[src/rtl/rf_pkg.sv]
// Shared definitions for the scoreboarded register file: default sizes,
// FSM state encoding and the hard-wired zero register address.
package rf_pkg;

   localparam int DATA_W_DEF = 32;
   localparam int ADDR_W_DEF = 5;
   localparam int ZERO_ADDR  = 0;

   typedef enum logic {
      ST_INIT = 1'b0,
      ST_RUN  = 1'b1
   } rf_state_e;

endpackage

[src/rtl/rf_read_port.sv]
// One read port: storage mux result, zero-register and INIT masking, and the
// optional write-through bypass enabled by the REGFILE_BYPASS_EN macro.
module rf_read_port
   import rf_pkg::*;
#(
   parameter int DATA_W = DATA_W_DEF,
   parameter int ADDR_W = ADDR_W_DEF
) (
   input  logic              run,
   input  logic [ADDR_W-1:0] ra,
   input  logic [DATA_W-1:0] mem_data,
   input  logic              busy_bit,
`ifdef REGFILE_BYPASS_EN
   input  logic              wr_en,
   input  logic [ADDR_W-1:0] wr_addr,
   input  logic [DATA_W-1:0] wr_data,
   input  logic              issue_vld,
   input  logic [ADDR_W-1:0] issue_rd,
`endif
   output logic [DATA_W-1:0] rd_data,
   output logic              rd_busy
);

   localparam logic [ADDR_W-1:0] ZERO = ADDR_W'(ZERO_ADDR);

   // NOTE: outputs get a default before any branch so no latch is inferred.
   always_comb begin
      rd_data = '0;
      rd_busy = 1'b0;
      if (run && ra != ZERO) begin
`ifdef REGFILE_BYPASS_EN
         // ra is non-zero here, so a match also implies a non-zero write address
         if (wr_en && wr_addr == ra) begin
            rd_data = wr_data;
            rd_busy = issue_vld && (issue_rd == wr_addr);
         end else begin
            rd_data = mem_data;
            rd_busy = busy_bit;
         end
`else
         rd_data = mem_data;
         rd_busy = busy_bit;
`endif
      end
   end

endmodule

[src/rtl/reg_file_sb.sv]
// Register file with N combinational read ports, pending-write scoreboard and a
// post-reset clear walker. Define REGFILE_BYPASS_EN for write-to-read bypass.
module reg_file_sb
   import rf_pkg::*;
#(
   parameter int DATA_W = DATA_W_DEF,
   parameter int ADDR_W = ADDR_W_DEF,
   parameter int NUM_RD = 2
) (
   input  logic                     Clk,
   input  logic                     Rst,
   output logic                     Ready,
   input  logic [NUM_RD*ADDR_W-1:0] Ra,
   output logic [NUM_RD*DATA_W-1:0] Rd_Data,
   output logic [NUM_RD-1:0]        Rd_Busy,
   input  logic                     RegWr,
   input  logic [ADDR_W-1:0]        Rw,
   input  logic [DATA_W-1:0]        busW,
   input  logic                     Issue_Vld,
   input  logic [ADDR_W-1:0]        Issue_Rd
);

   localparam int                DEPTH = 2 ** ADDR_W;
   localparam logic [ADDR_W-1:0] ZERO  = ADDR_W'(ZERO_ADDR);

   rf_state_e         state, state_nx;
   logic [ADDR_W-1:0] clr_idx;
   logic [DATA_W-1:0] mem [DEPTH];
   logic [DEPTH-1:0]  busy;
   logic              run, wr_ok, iss_ok;

   assign run    = (state == ST_RUN);
   assign wr_ok  = run && RegWr && (Rw != ZERO);
   assign iss_ok = run && Issue_Vld && (Issue_Rd != ZERO);
   assign Ready  = run;

   always_ff @(posedge Clk) begin
      if (Rst) state <= ST_INIT;
      else     state <= state_nx;
   end

   always_comb begin
      state_nx = state;
      case (state)
         ST_INIT: if (clr_idx == '1) state_nx = ST_RUN;
         ST_RUN:  state_nx = ST_RUN;
         default: state_nx = ST_INIT;
      endcase
   end

   always_ff @(posedge Clk) begin
      if (Rst)                   clr_idx <= '0;
      else if (state == ST_INIT) clr_idx <= clr_idx + 1'b1;
   end

   // NOTE: the array has no reset term; the walker clears it one entry per
   // cycle so it can map onto RAM-style storage.
   always_ff @(posedge Clk) begin
      if (!Rst) begin
         if (state == ST_INIT) mem[clr_idx] <= '0;
         else if (wr_ok)       mem[Rw]      <= busW;
      end
   end

   // NOTE: both updates are non-blocking, so when Issue_Rd == Rw the later
   // set overrides the clear and the new issue stays pending.
   always_ff @(posedge Clk) begin
      if (Rst) begin
         busy <= '0;
      end else begin
         if (wr_ok)  busy[Rw]       <= 1'b0;
         if (iss_ok) busy[Issue_Rd] <= 1'b1;
      end
   end

   for (genvar i = 0; i < NUM_RD; i++) begin : g_rd
      logic [ADDR_W-1:0] ra_i;
      assign ra_i = Ra[i*ADDR_W +: ADDR_W];

      rf_read_port #(
         .DATA_W (DATA_W),
         .ADDR_W (ADDR_W)
      ) u_port (
         .run       (run),
         .ra        (ra_i),
         .mem_data  (mem[ra_i]),
         .busy_bit  (busy[ra_i]),
`ifdef REGFILE_BYPASS_EN
         .wr_en     (RegWr),
         .wr_addr   (Rw),
         .wr_data   (busW),
         .issue_vld (Issue_Vld),
         .issue_rd  (Issue_Rd),
`endif
         .rd_data   (Rd_Data[i*DATA_W +: DATA_W]),
         .rd_busy   (Rd_Busy[i])
      );
   end

endmodule

[config.mk]
export PLATFORM = sky130hd
export DESIGN_NAME = reg_file_sb
export DESIGN_NICKNAME = d
export VERILOG_FILES = /design/src/rtl/rf_pkg.sv /design/src/rtl/rf_read_port.sv /design/src/rtl/reg_file_sb.sv
export SDC_FILE = /design/constraint.sdc
export NUM_CORES = 1
export LEC_CHECK = 0
export BUFFER_PORTS_ARGS = -buffer_cell sky130_fd_sc_hd__buf_2
export CAP_MARGIN = 15
export CORE_ASPECT_RATIO = 1.75
export CORE_UTILIZATION = 61
export DETAILED_ROUTE_END_ITERATION = 8
export MAX_ROUTING_LAYER = met4
export PLACE_DENSITY = 0.78
export SYNTH_ARGS = -nofsm -noshare
export SYNTH_HDL_FRONTEND = slang
export SYNTH_HIERARCHICAL = 1
export SYNTH_SLANG_ARGS = --single-unit
[constraint.sdc]
create_clock -name Clk -period 7.2 [get_ports Clk]
set_input_delay 1.08 -clock Clk [delete_from_list [all_inputs] [get_ports Clk]]
set_output_delay 1.08 -clock Clk [all_outputs]
set_load 0.01 [all_outputs]
==> impl_metrics.yaml <==
worst_setup_path:
  critPathMaxFanout: 91
  slowest_stage: "buf_8"
  critical_path_class: "primary input to primary output"
  arrival_ns: 3.87
  startpoint_type: "primary input"
  crit_chain: "buf_8, buf_12, mux2i_1, a22oi_1, a31oi_1, nand3_1, nand2_1, a21oi_1, buf_2"
  cpPeakStageDelay_ns: 0.75
  crit_required_ns: 6.12
  end_kind: "primary output"
  r2r_slack_ns: 3.54
timing:
  finalSetupTns_ns: 0
  period_share_pct: 68.7
  slew_headroom_pct: 14.3
  fmax_ghz: 0.202
  min_period_ns: 4.95
  worstMarginPinSlew_ns: 1.28
  skew_ns: 0.0216
  setup_viol: 0
  holdWs_ns: 0.485
  rsz0062_at_grt: "false"
  maxSlewViolCount: 0
  hold_viol_final: 0
floorplan:
  die_area_um2: 86300
  fp-row-count: 141
  io_pins: 123
  start_util_pct: 61.6
  core_area_um2: 84300
  die_w_um: 223
  dieHeight_um: 388
route:
  drc: 0
  avgRoutedWirePerCell_um: 32.1
  dr.pass1.iters: 7
  avgViaCountPerCell: 7.17
  vias: 36300
  drt-initial-drc-count: 5466
  wl_um: 162000
  ant_nets: 0
global_routing:
  grt_pass1_wl_um: 231000
  grt_pass1_vias: 35900
  grt_usage_pct: 38.2
  antenna_found_initial: 4
  grt_max_degree: 133
  overflow: 0
synthesis:
  synth_fa_ha_area_share_pct: 0.0482
  synthMuxAreaShare_pct: 20.4
  synth_edf_count: 1024
  ys_ff_latch: 1062
  synth.distinct_cells: 44
  synth_simple_gate_area_share_pct: 6.43
  synth_top_family_by_area: "multiplexers"
  syn_avg_cell_area_um2: 13.4
  synthCells: 3883
  synth_nets: 3941
  synth_flop_cell: "edfxtp_1"
  syn-cell-area_um2: 51900
  async_flop_share_pct: 0
  synth_compound_area_share_pct: 9.38
  synth_xor_xnor_area_share_pct: 0.0337
  seq_area_frac_synth_pct: 60.7
  yosys_warnings: 6
job:
  cap_violations: 0
clocking:
  cts_tree: "built"
  numCtsBuffers: 94
  cts_buffer_depth: 3
  cts_max_level: 3
  cts_resized: 0
  clkSinkCount: 1062
  cts_setup_buffers: 0
  clk_pin_slew_ns: 0.06
  clk_latency_ns: 0.71
  cts_root_buf: "clkbuf_16"
  cts_hold_buf: 0
run_status:
  run_status: "complete, no violations"
layout:
  num-fill-cells: 5884
  postLayoutCellArea_um2: 56900
  drive_gt1_share_pct: 11.2
  nNetsFinal: 3965
  area_delta_synth_final_pct: 9.63
pwr:
  p_leak_nw: 20.5
  power_density_nw_per_um2: 224
  peakVddDrop_mv: 0.234
place:
  dp_hpwl_um: 91300
  gp_congestion: 0.891
  port_buffers: 122
  post_dp_cell_area_um2: 53700
min_path:
  min_path_type: "flop to flop"
-- synth_stat cells (38+ instances only) --
master / instances / share of area, %
a21oi_1: 292 / 2.8
a22o_1: 132 / 2.2
a22oi_1: 198 / 2.9
a31oi_1: 67 / 0.81
buf_1: 46 / 0.33
buf_2: 88 / 0.85
buf_4: 64 / 0.93
clkbuf_1: 96 / 0.69
dfxtp_1: 38 / 1.5
edfxtp_1: 1024 / 59
mux2i_1: 1058 / 20
nand2_1: 305 / 2.2
nand3_1: 205 / 2.0
nor2_1: 47 / 0.34
nor3_1: 70 / 0.67
-- critical path, delay by kind of cell --
family          cells  cell delay [ns]
compound gates      3             0.54
buf+inv             3             1.39
mux                 1             0.36
simple gates        2             0.29
-- power breakdown --
part / leakage [nW] / internal (mW) / switching [mW]
sequential: 8.80 / 6.71 / 0.0202
clock: 1.44 / 2.73 / 2.28
combinational: 10.2 / 0.348 / 0.662
-- layout make-up --
class / count / area (um2) / share of cell area [%]
inverters: 6 / 22.5 / 0.0396
repair buffers: 231 / 1920 / 3.37
clock buffers: 113 / 2470 / 4.33
flip-flops and latches: 1062 / 31500 / 55.4
multi-input cells: 2512 / 19100 / 33.6
well taps: 1072 / 1340 / 2.36
diodes: 5 / 12.5 / 0.0220
clock inverters: 54 / 509 / 0.894
-- path summary, 6_finish.rpt --
| path | start | to | cells after the start |
|---|---|---|---|
| max | Ra[1] | Rd_Data[2] | 9 |
| min | busy[0]$_SDFF_PP0_ | busy[0]$_SDFF_PP0_ | 1 |
| max reg2reg | Ready$_SDFF_PP0_ | mem[24][18]$_DFFE_PP_ | 6 |
| min reg2reg | busy[0]$_SDFF_PP0_ | busy[0]$_SDFF_PP0_ | 1 |
-- per-stage QoR --
stage	utilization, %	power [mW]	cells	setup WS [ns]
after global routing	67.5	13.0	5054	2.21
after CTS	67.3	12.7	5042	2.34
after detailed placement	63.7	7.85	4875	2.33
after floorplan	-	7.53	3883	1.59
final	67.5	12.8	5055	2.25
after global placement	63.6	7.84	4872	2.34
-- registers in the layout, summed over array words and instances, names as in the netlist --
signal	flops
busy	32
mem	1024
Ready	1
clr_idx	5
-- layout by cell type (no fill, tap or decap), types with 4 or more instances in the layout --
cell type / instances
mux2i_1: 1058
edfxtp_1: 1024
nand2_1: 303
a21oi_1: 292
nand3_1: 205
a22oi_1: 198
a22o_1: 132
buf_2: 120
clkbuf_16: 97
buf_4: 77
nor3_1: 70
a31oi_1: 66
dfxtp_1: 37
and2_1: 35
o21ai_0: 30
nor2_4: 29
buf_12: 21
nor2_1: 19
clkbuf_1: 17
clkinv_2: 16
clkinv_1: 14
buf_16: 9
nor2b_1: 8
bufinv_16: 8
nand2_2: 7
nor2b_4: 6
nand2b_1: 6
a21oi_2: 6
clkinvlp_4: 6
diode_2: 5
or2_2: 5
inv_6: 5
nand2b_2: 4
inv_1: 4
-- per-layer routing --
metal,part of all wire (%),global-route usage (%),vias to the layer above
met4,6.5,22.8,0
met5,0,-,-
li1,-,-,15100
met1,35,47.5,17900
met2,47,58.6,2600
met3,11,6.67,637
-- cells by family (layout without fill, tap and decap cells) --
family / count (synthesis) / after routing
compound gates: 733 / 733
xor+xnor: 2 / 2
fa+ha+maj: 2 / 2
buf+inv: 309 / 404
flops: 1062 / 1062
mux: 1058 / 1058
other cells: 0 / 5
simple gates: 717 / 717
(Power assumes the default switching activity.)
